### src/rtl/cla_seq_pkg.sv
// Shared types and sizing helpers for the multi-word carry-lookahead sequencer.
package cla_seq_pkg;

  typedef enum logic [1:0] {IDLE, RUN, DONE} seq_state_t;

  // A one-slice configuration still needs a 1-bit index register.
  function automatic int idx_width(input int chunks);
    return (chunks > 1) ? $clog2(chunks) : 1;
  endfunction

endpackage

### src/rtl/carry_lookahead_adder.sv
// Unsigned WIDTH-bit carry-lookahead adder with no carry-in; o_sum MSB is the carry-out.
module carry_lookahead_adder #(
  parameter int WIDTH = 9
) (
  input  logic [WIDTH-1:0] a_i,
  input  logic [WIDTH-1:0] b_i,
  output logic [WIDTH:0]   sum_o
);

  logic [WIDTH-1:0] gen;
  logic [WIDTH-1:0] prop;
  logic [WIDTH:0]   carry;
  logic             term;

  // Each carry is the flattened OR of generate terms propagated up to that bit.
  always_comb begin
    gen   = a_i & b_i;
    prop  = a_i ^ b_i;
    carry = '0;
    term  = 1'b0;
    for (int i = 0; i < WIDTH; i++) begin
      for (int j = 0; j <= i; j++) begin
        term = gen[j];
        for (int k = j + 1; k <= i; k++) begin
          term = term & prop[k];
        end
        carry[i+1] = carry[i+1] | term;
      end
    end
  end

  assign sum_o = {carry[WIDTH], prop ^ carry[WIDTH-1:0]};

endmodule

### src/rtl/cla_multiword_seq.sv
// Wide add/subtract built by stepping one (WIDTH+1)-bit CLA across CHUNKS slices, LSB slice first.
module cla_multiword_seq
  import cla_seq_pkg::*;
#(
  parameter int WIDTH  = 8,
  parameter int CHUNKS = 4
) (
  input  logic                       i_clk,
  input  logic                       i_rst,
  input  logic                       i_valid,
  output logic                       o_ready,
  input  logic [WIDTH*CHUNKS-1:0]    i_add1,
  input  logic [WIDTH*CHUNKS-1:0]    i_add2,
  input  logic                       i_sub,
  output logic                       o_valid,
  input  logic                       i_ready,
  output logic [WIDTH*CHUNKS:0]      o_result,
  output logic                       o_busy
);

  localparam int N     = WIDTH * CHUNKS;
  localparam int IDX_W = idx_width(CHUNKS);
  localparam logic [IDX_W-1:0] LAST_IDX = IDX_W'(CHUNKS - 1);

  seq_state_t state_q, state_d;

  logic [N-1:0]     a_q, a_d;
  logic [N-1:0]     b_q, b_d;
  logic             carry_q, carry_d;
  logic [IDX_W-1:0] idx_q, idx_d;
  logic [N:0]       res_q, res_d;

  logic [WIDTH-1:0] a_slice;
  logic [WIDTH-1:0] b_slice;
  logic [WIDTH+1:0] add_r;
  logic [WIDTH-1:0] slice_sum;
  logic             slice_cout;
  logic             unused_add_lsb;

  // State register
  always_ff @(posedge i_clk) begin
    if (i_rst) state_q <= IDLE;
    else       state_q <= state_d;
  end

  // Next-state logic
  always_comb begin
    state_d = state_q;
    case (state_q)
      IDLE:    if (i_valid)          state_d = RUN;
      RUN:     if (idx_q == LAST_IDX) state_d = DONE;
      DONE:    if (i_ready)          state_d = IDLE;
      default:                       state_d = IDLE;
    endcase
  end

  // Handshake outputs are decoded from state only, so there is no ready/valid comb path.
  always_comb begin
    o_ready = 1'b0;
    o_valid = 1'b0;
    o_busy  = 1'b0;
    case (state_q)
      IDLE:    o_ready = 1'b1;
      RUN:     o_busy  = 1'b1;
      DONE:    o_valid = 1'b1;
      default: ;
    endcase
  end

  assign a_slice = a_q[idx_q*WIDTH +: WIDTH];
  assign b_slice = b_q[idx_q*WIDTH +: WIDTH];

  // A constant 1 in the LSB of operand A turns the B-side LSB (carry) into a carry-in.
  carry_lookahead_adder #(.WIDTH(WIDTH + 1)) u_cla (
    .a_i   ({a_slice, 1'b1}),
    .b_i   ({b_slice, carry_q}),
    .sum_o (add_r)
  );

  assign slice_sum      = add_r[WIDTH:1];
  assign slice_cout     = add_r[WIDTH+1];
  assign unused_add_lsb = add_r[0];

  always_comb begin
    a_d     = a_q;
    b_d     = b_q;
    carry_d = carry_q;
    idx_d   = idx_q;
    res_d   = res_q;
    if (state_q == IDLE && i_valid) begin
      a_d     = i_add1;
      b_d     = i_add2 ^ {N{i_sub}};
      carry_d = i_sub;
      idx_d   = '0;
    end else if (state_q == RUN) begin
      res_d[idx_q*WIDTH +: WIDTH] = slice_sum;
      carry_d = slice_cout;
      if (idx_q == LAST_IDX) res_d[N] = slice_cout;
      else                   idx_d    = idx_q + IDX_W'(1);
    end
  end

  always_ff @(posedge i_clk) begin
    if (i_rst) begin
      carry_q <= 1'b0;
      idx_q   <= '0;
      res_q   <= '0;
    end else begin
      carry_q <= carry_d;
      idx_q   <= idx_d;
      res_q   <= res_d;
    end
  end

  // Operand registers are only read after a capture, so they carry no reset.
  always_ff @(posedge i_clk) begin
    a_q <= a_d;
    b_q <= b_d;
  end

  assign o_result = res_q;

endmodule
### config.mk
export PLATFORM = sky130hd
export DESIGN_NAME = cla_multiword_seq
export DESIGN_NICKNAME = d
export VERILOG_FILES = /design/src/rtl/cla_seq_pkg.sv /design/src/rtl/carry_lookahead_adder.sv /design/src/rtl/cla_multiword_seq.sv
export SDC_FILE = /design/constraint.sdc
export NUM_CORES = 1
export LEC_CHECK = 0
export ABC_AREA = 1
export ABC_CLOCK_PERIOD_IN_PS = 3750
export CAP_MARGIN = 20
export CORE_UTILIZATION = 51
export DETAILED_ROUTE_END_ITERATION = 8
export GPL_ROUTABILITY_DRIVEN = 0
export GPL_TIMING_DRIVEN = 0
export PLACE_DENSITY = 0.89
export SETUP_SLACK_MARGIN = 0.1
export SLEW_MARGIN = 30
export SYNTH_ARGS = -nofsm -noshare
export SYNTH_HDL_FRONTEND = slang
export SYNTH_SLANG_ARGS = --single-unit
### constraint.sdc
create_clock -name i_clk -period 3.75 [get_ports i_clk]
set_input_delay 0.5625 -clock i_clk [delete_from_list [all_inputs] [get_ports i_clk]]
set_output_delay 0.5625 -clock i_clk [all_outputs]
set_load 0.01 [all_outputs]
### Word level (Yosys, flattened, before mapping)

Cells that the tools add are included.

| storage, ports and cells | value |
|---|---|
| input bits | 69 |
| register bits after elaboration | 102 |
| word-level logic and storage cells | 114 |
| output and inout bits | 36 |

| operators by class | value |
|---|---|
| shift operators | 4 |
| equal/unequal tests | 6 |
| reduce and logical (&&, ||, !) cells | 7 |
| bitwise operators | 78 |
| mux-type cells | 11 |
| add/subtract/negate cells | 2 |

Operators by type and width:

| cell | number |
|---|---|
| $shiftx A32 B6 Y8 | 2 |
| $and A1 B1 Y1 | 36 |
| $or A1 B1 Y1 | 36 |
| $neg A5 Y34 | 1 |
| $shift A8 B34 Y33 const A | 1 |
| $shiftx A8 B34 Y33 | 1 |
| $bwmux W33 | 1 |
| $xor A32 B32 Y32 | 1 |
| $xor A9 B9 Y9 | 2 |
| $and A9 B9 Y9 | 1 |
| $mux W1 | 6 |
| $mux W2 | 3 |
| $pmux W2 S3 | 1 |
| $eq A2 B2 Y1 const B | 2 |
| $ne A2 B2 Y1 const B | 2 |
| $reduce_and A2 Y1 | 2 |
| $reduce_and A3 Y1 | 1 |
| $add A2 B1 Y2 const B | 1 |
| $eq A2 B1 Y1 const B | 1 |
| $logic_not A2 Y1 | 1 |
| $ne A2 B1 Y1 const B | 1 |
| $not A1 Y1 | 2 |
| $reduce_bool A2 Y1 | 1 |
| $reduce_or A2 Y1 | 1 |
| $logic_and A1 B1 Y1 | 1 |

### Longest topological paths before layout

Gate-level depths: netlist (run 1).

| depth | value |
|---|---|
| word-level depth | 20 |
| mapped depth | 18 |
| gate-level depth less buffers | 17 |

### By module

From an unflattened synthesis (run 1), not the netlist that was laid out.

| second synthesis, totals | value |
|---|---|
| cell total of the unflattened synthesis | 540 |
| area total of the unflattened synthesis | 5028.6 µm² |

Modules (own cells, without submodules):

| module | cells an instance | seq. area each (µm²) | times used | area an instance (µm²) |
|---|---|---|---|---|
| cla_multiword_seq | 472 | 2682.6 | 1 | 4570.6 |
| carry_lookahead_adder | 68 | 0.0 | 1 | 457.9 |

### Worst setup path after synthesis (run 1)

No wires, ideal clock.

| timing path | value |
|---|---|
| path kind | register to register |
| from | register idx_q[0] |
| to | register res_q[29] (netlist: o_result[29]) |
| buffers on the path | 2 |
| setup slack | 1.065 ns |
| data required time | 3.683 ns |
| cell stages (with the launch flop) | 18 |
| period minus slack after synthesis | 2.685 ns |
| arrival | 2.618 ns |
| library setup time | 0.067 ns |
| path through | dfxtp_1 -> clkbuf_1 -> clkbuf_1 -> nor2_1 -> o22ai_1 -> ha_1 -> nand2_2 -> nand3b_2 -> nand2_2 -> nand2_2 -> nand2_4 -> nand2_4 -> a21oi_4 -> xor2_2 -> nand2_1 -> nor2_2 -> nand2_1 -> a21oi_2 |

| on the way | value |
|---|---|
| word-level cells in the longest chain between the ends | 19 |
| elaborated cells between the ends (all ways) | 65 |
| classes of those cells | add/sub (1); shift (4); mux (1); bitwise (59) |

Ends and longest elaborated chain:

| element | RTL line | text |
|---|---|---|
| start: declaration | cla_multiword_seq.sv:30 | `logic [IDX_W-1:0] idx_q, idx_d;` |
| start signal: assignment | cla_multiword_seq.sv:110 | `idx_q <= idx_d;` |
| $shiftx A32 B6 Y8 (on tied branches) | cla_multiword_seq.sv:70, cla_multiword_seq.sv:71 |  |
| $xor A9 B9 Y9 | carry_lookahead_adder.sv:18 | `prop = a_i ^ b_i;` |
| $and A1 B1 Y1 (7 in a row) | carry_lookahead_adder.sv:25 | `term = term & prop[k];` |
| $or A1 B1 Y1 (7 in a row) | carry_lookahead_adder.sv:27 | `carry[i+1] = carry[i+1] \| term;` |
| $xor A9 B9 Y9 | carry_lookahead_adder.sv:32 | `assign sum_o = {carry[WIDTH], prop ^ carry[WIDTH-1:0]};` |
| $shiftx A8 B34 Y33 | cla_multiword_seq.sv:96 | `res_d[idx_q*WIDTH +: WIDTH] = slice_sum;` |
| $bwmux W33 * | cla_multiword_seq.sv:96 |  |
| end signal: assignment | cla_multiword_seq.sv:111 | `res_q <= res_d;` |
| end: declaration | cla_multiword_seq.sv:31 | `logic [N:0] res_q, res_d;` |

Mark *: on every way between the ends. The rest lies on a longest branch, timed or not.
A chain may end at the register's enable or synchronous reset.

### Final worst setup path (run 1)

Same ends and word-level chain as after synthesis.

==> impl_metrics.yaml, run 1 <==
status:
  status: "complete, but fails checks"
  violations: "design-rule violations"
timing:
  hold_viol_final: 0
  fmax_mhz: 291
  min_period_ns: 3.43
  tns_ns: 0
  drv_slew: 0
  worst_pin_slew_ns: 0.716
  period_share_pct: 91.5
  grt_setup_unrepaired: "no"
  relSlewSlack_pct: 52.2
  finalSetupViolCount: 0
  setup_ws_ns: 0.317
  hold_ws_ns: 0.469
  fin_skew_ns: 0.0102
logic_synthesis:
  syn_avg_cell_area_sq_um: 10.2
  synth_area_leaders: "edfxtp_1, dfxtp_1, xor2_1"
  yosys.area_share.simple_pct: 17.4
  synth_seq_area_share_pct: 56.4
  synthAdderAreaFrac_pct: 4.63
  syn_area_sq_mm: 0.00475
  synth_xor_area_share_pct: 6.61
  syn_inst: 468
  synth_top_area_share_pct: 40.4
  synth.area.mux_share_pct: 0
  yosysTopAreaCell: "edfxtp_1"
  synth_top_family_by_area: "simple AND/OR/NAND/NOR gates"
  yosysWarnings: 0
  synth-compound-area-share_pct: 10.7
  yosysUniqueCellTypes: 37
  synth_seq_cells: 102
  synth_nets: 554
route:
  post_drt_wl_per_cell_um: 15.4
  ant_nets: 0
  first_pass_iters: 9
  first_iter_violations: 261
  wirelength_mm: 10.7
  route.detailed.drc: 7
  viasPerCell: 5.43
  vias: 3775
place:
  io_buffer_count: 102
  pre_cts_ws_ns: 0.437
  postPlaceCellArea_sq_mm: 0.00594
  placedCellCount: 679
  hpwl_mm: 7.74
floorplanning:
  die-area_sq_mm: 0.00971
  io_pins: 105
  start_util_pct: 53.5
  rows: 34
  die_h_um: 98.5
  core_sq_mm: 0.00889
  die_w_um: 98.5
grt:
  grt_overflow: 0
  gr-usage-all-layers_pct: 22.6
  antenna_found_initial: 0
  grt_max_degree: 57
  grt_pass1_wl_mm: 16.9
  grt_pass1_vias: 3639
power_and_ir_drop:
  p_int_mw: 1.81
  power.density_mw_per_mm2: 414
  p_seq_share_pct: 51.1
  clockPowerShare_pct: 26.9
  leakagePower_nw: 2.24
  p_comb_share_pct: 22.1
  ir_worst_vdd_mv: 0.228
  switchingPower_mw: 0.732
  swShare_pct: 28.8
worst_setup_path:
  cp_max_fo: 10
  startpoint_type: "flop"
  cp.arrival_ns: 3.73
  endpoint_kind: "flop"
  r2r_slack_ns: 0.32
  required_ns: 4.05
  path_class: "reg2reg"
run:
  max_cap_viol_count: 0
layout:
  antenna_cells: 0
  fin_area_sq_mm: 0.00613
  drive_gt1_share_pct: 9.37
  synthToLayoutAreaGrowth_pct: 29.0
  fillers: 638
  instances_no_fill: 695
  nets: 668
clocking:
  clk_pin_slew_worst_paths_ns: 0.09
  postCtsSetupRepairBufs: 0
  clockBufferDepth: 2
  numCtsBuffers: 9
  clock_latency_ns: 0.36
  cts_tree: "built"
  cts.sink_count: 102
  cts-root-buf: "clkbuf_8"
  cts_max_level: 3
hold_path:
  hp-class: "reg2reg"
[cell families (layout without fill, tap and decap cells)]
group,count (synthesis),in the layout
AOI/OAI and AO/OA,90,90
xor gates and xnor gates,35,35
adders and majority gates,17,17
buffers and inverters,51,170
DFF,102,102
and+or+nand+nor,173,173
[repair_timing]
item,CTS,global route
hold endpoints to repair,0,0
endpoints found under the setup margin,0,1
resized for setup,0,2
hold buffers,0,0
[stage by stage]
stage / total power, mW / util (%)
2_1_floorplan: 1.67 / -
3_3_place_gp: 1.85 / 66.5
3_5_place_dp: 1.87 / 66.8
4_1_cts: 2.53 / 68.9
5_1_grt: 2.65 / 69.0
6_report: 2.54 / 69.0
[final cells by class]
cell class              instances  area [sq um]  area share (%)
plain buffers                  22          96.3            1.57
clock inverters                 5          58.8           0.959
inverters                      29           111            1.82
repair buffers                103          1050            17.1
well taps                     108           135            2.20
flip-flops and latches        102          2680            43.8
multi-input cells             315          1870            30.4
clock buffers                  11           131            2.14
[cells in the mapped netlist]
cell type	n
nor2_4	3
nand4_2	1
nor3_1	3
a21boi_1	1
clkbuf_1	14
a21oi_1	34
nor3_4	1
edfxtp_1	64
dfxtp_1	38
nand2_1	74
ha_1	16
nor2_2	2
nand4_1	7
o21bai_1	1
xor2_2	1
buf_4	1
o22ai_1	14
nor3_2	2
nand2_2	7
inv_1	22
inv_2	5
nand3b_2	1
nand3_2	1
fa_1	1
xor2_1	34
a22oi_1	3
buf_2	7
or2_1	2
o21ai_0	32
a21oi_2	2
nand2_4	2
nor4_4	1
nor2_1	46
a21oi_4	1
nand3_1	20
clkinv_1	2
a32oi_1	2
[worst paths after layout]
path	startpoint	endpoint	depth (start not counted)
setup reg to reg	idx_q[0]	o_result[29]	17
setup / recovery	idx_q[0]	o_result[29]	17
hold / removal	o_result[14]	o_result[14]	2
hold reg to reg	o_result[14]	o_result[14]	2
[sequential cells by signal (all words and copies together) (netlist names)]
name,count
o_result,33
b_q,32
state_q,2
idx_q,2
a_q,32
carry_q,1
[layout by cell type (no fill, tap or decap), types with 2 or more instances in the layout]
master and count:
o22ai_1 14, dfxtp_1 38, clkinv_1 2, clkbuf_1 15
inv_2 5, a32oi_1 2, nor3_2 2, inv_1 21
nor2_1 46, buf_2 7, ha_1 16, nor3_1 3
nand2_4 2, a21oi_1 34, clkdlybuf4s50_1 102, a22oi_1 3
nor2_2 2, nand4_1 7, a21oi_2 2, nor2_4 3
nand2_1 74, clkbuf_8 9, or2_1 2, o21ai_0 32
edfxtp_1 64, clkinvlp_4 2, nand3_1 20, nand2_2 7
xor2_1 34
[power by group through the flow]
stage / logic (mW) / clock network (mW) / registers (mW)
2_1_floorplan: 0.348 / 0 / 1.32
3_3_place_gp: 0.528 / 0 / 1.32
3_5_place_dp: 0.550 / 0 / 1.32
4_1_cts: 0.555 / 0.683 / 1.30
5_1_grt: 0.612 / 0.734 / 1.30
6_report: 0.560 / 0.682 / 1.30
[metal layers]
layer	routed length (um)	GRT usage, %	vias to the layer above
met5	0	0	-
met4	328	11.1	0
met3	680	5.32	33
met2	5270	38.0	185
met1	4440	27.3	1734
li1	-	-	1823
[worst max-delay path: stages (launching register included)]
cell and delay, ns:
dfxtp_1 0.52, clkbuf_1 0.43, clkbuf_1 0.52, nor2_1 0.13, o22ai_1 0.17, ha_1 0.33
nand2_2 0.12, nand3b_2 0.11, nand2_2 0.09, nand2_2 0.07, nand2_4 0.07, nand2_4 0.06
a21oi_4 0.13, xor2_2 0.19, nand2_1 0.12, nor2_2 0.11, nand2_1 0.07, a21oi_2 0.13
(Power assumes the default switching activity.)
==> run 2, diff against run 1 <==
--- a/config.mk
+++ b/config.mk
@@ -10,7 +10,6 @@
 export CAP_MARGIN = 20
 export CORE_UTILIZATION = 51
 export DETAILED_ROUTE_END_ITERATION = 8
-export GPL_ROUTABILITY_DRIVEN = 0
 export GPL_TIMING_DRIVEN = 0
 export PLACE_DENSITY = 0.89
 export SETUP_SLACK_MARGIN = 0.1
==> results of run 2 <==
No change in the layout: final DEF, timing and power equal those of run 1.
==> run 3, diff against run 2 <==
==> constraint.sdc (replaced) <==
create_clock -name i_clk -period 3.75 [get_ports i_clk]
set_input_delay 0.5625 -clock i_clk [delete_from_list [all_inputs] [get_ports i_clk]]
set_output_delay 0.5625 -clock i_clk [all_outputs]
set_load 0.05 [all_outputs]
==> results of run 3 <==
The final DEF is identical to that of run 1. Status: complete, but fails checks: design-rule violations.
Among the figures that moved: total power 2.54 mW -> 2.57 mW
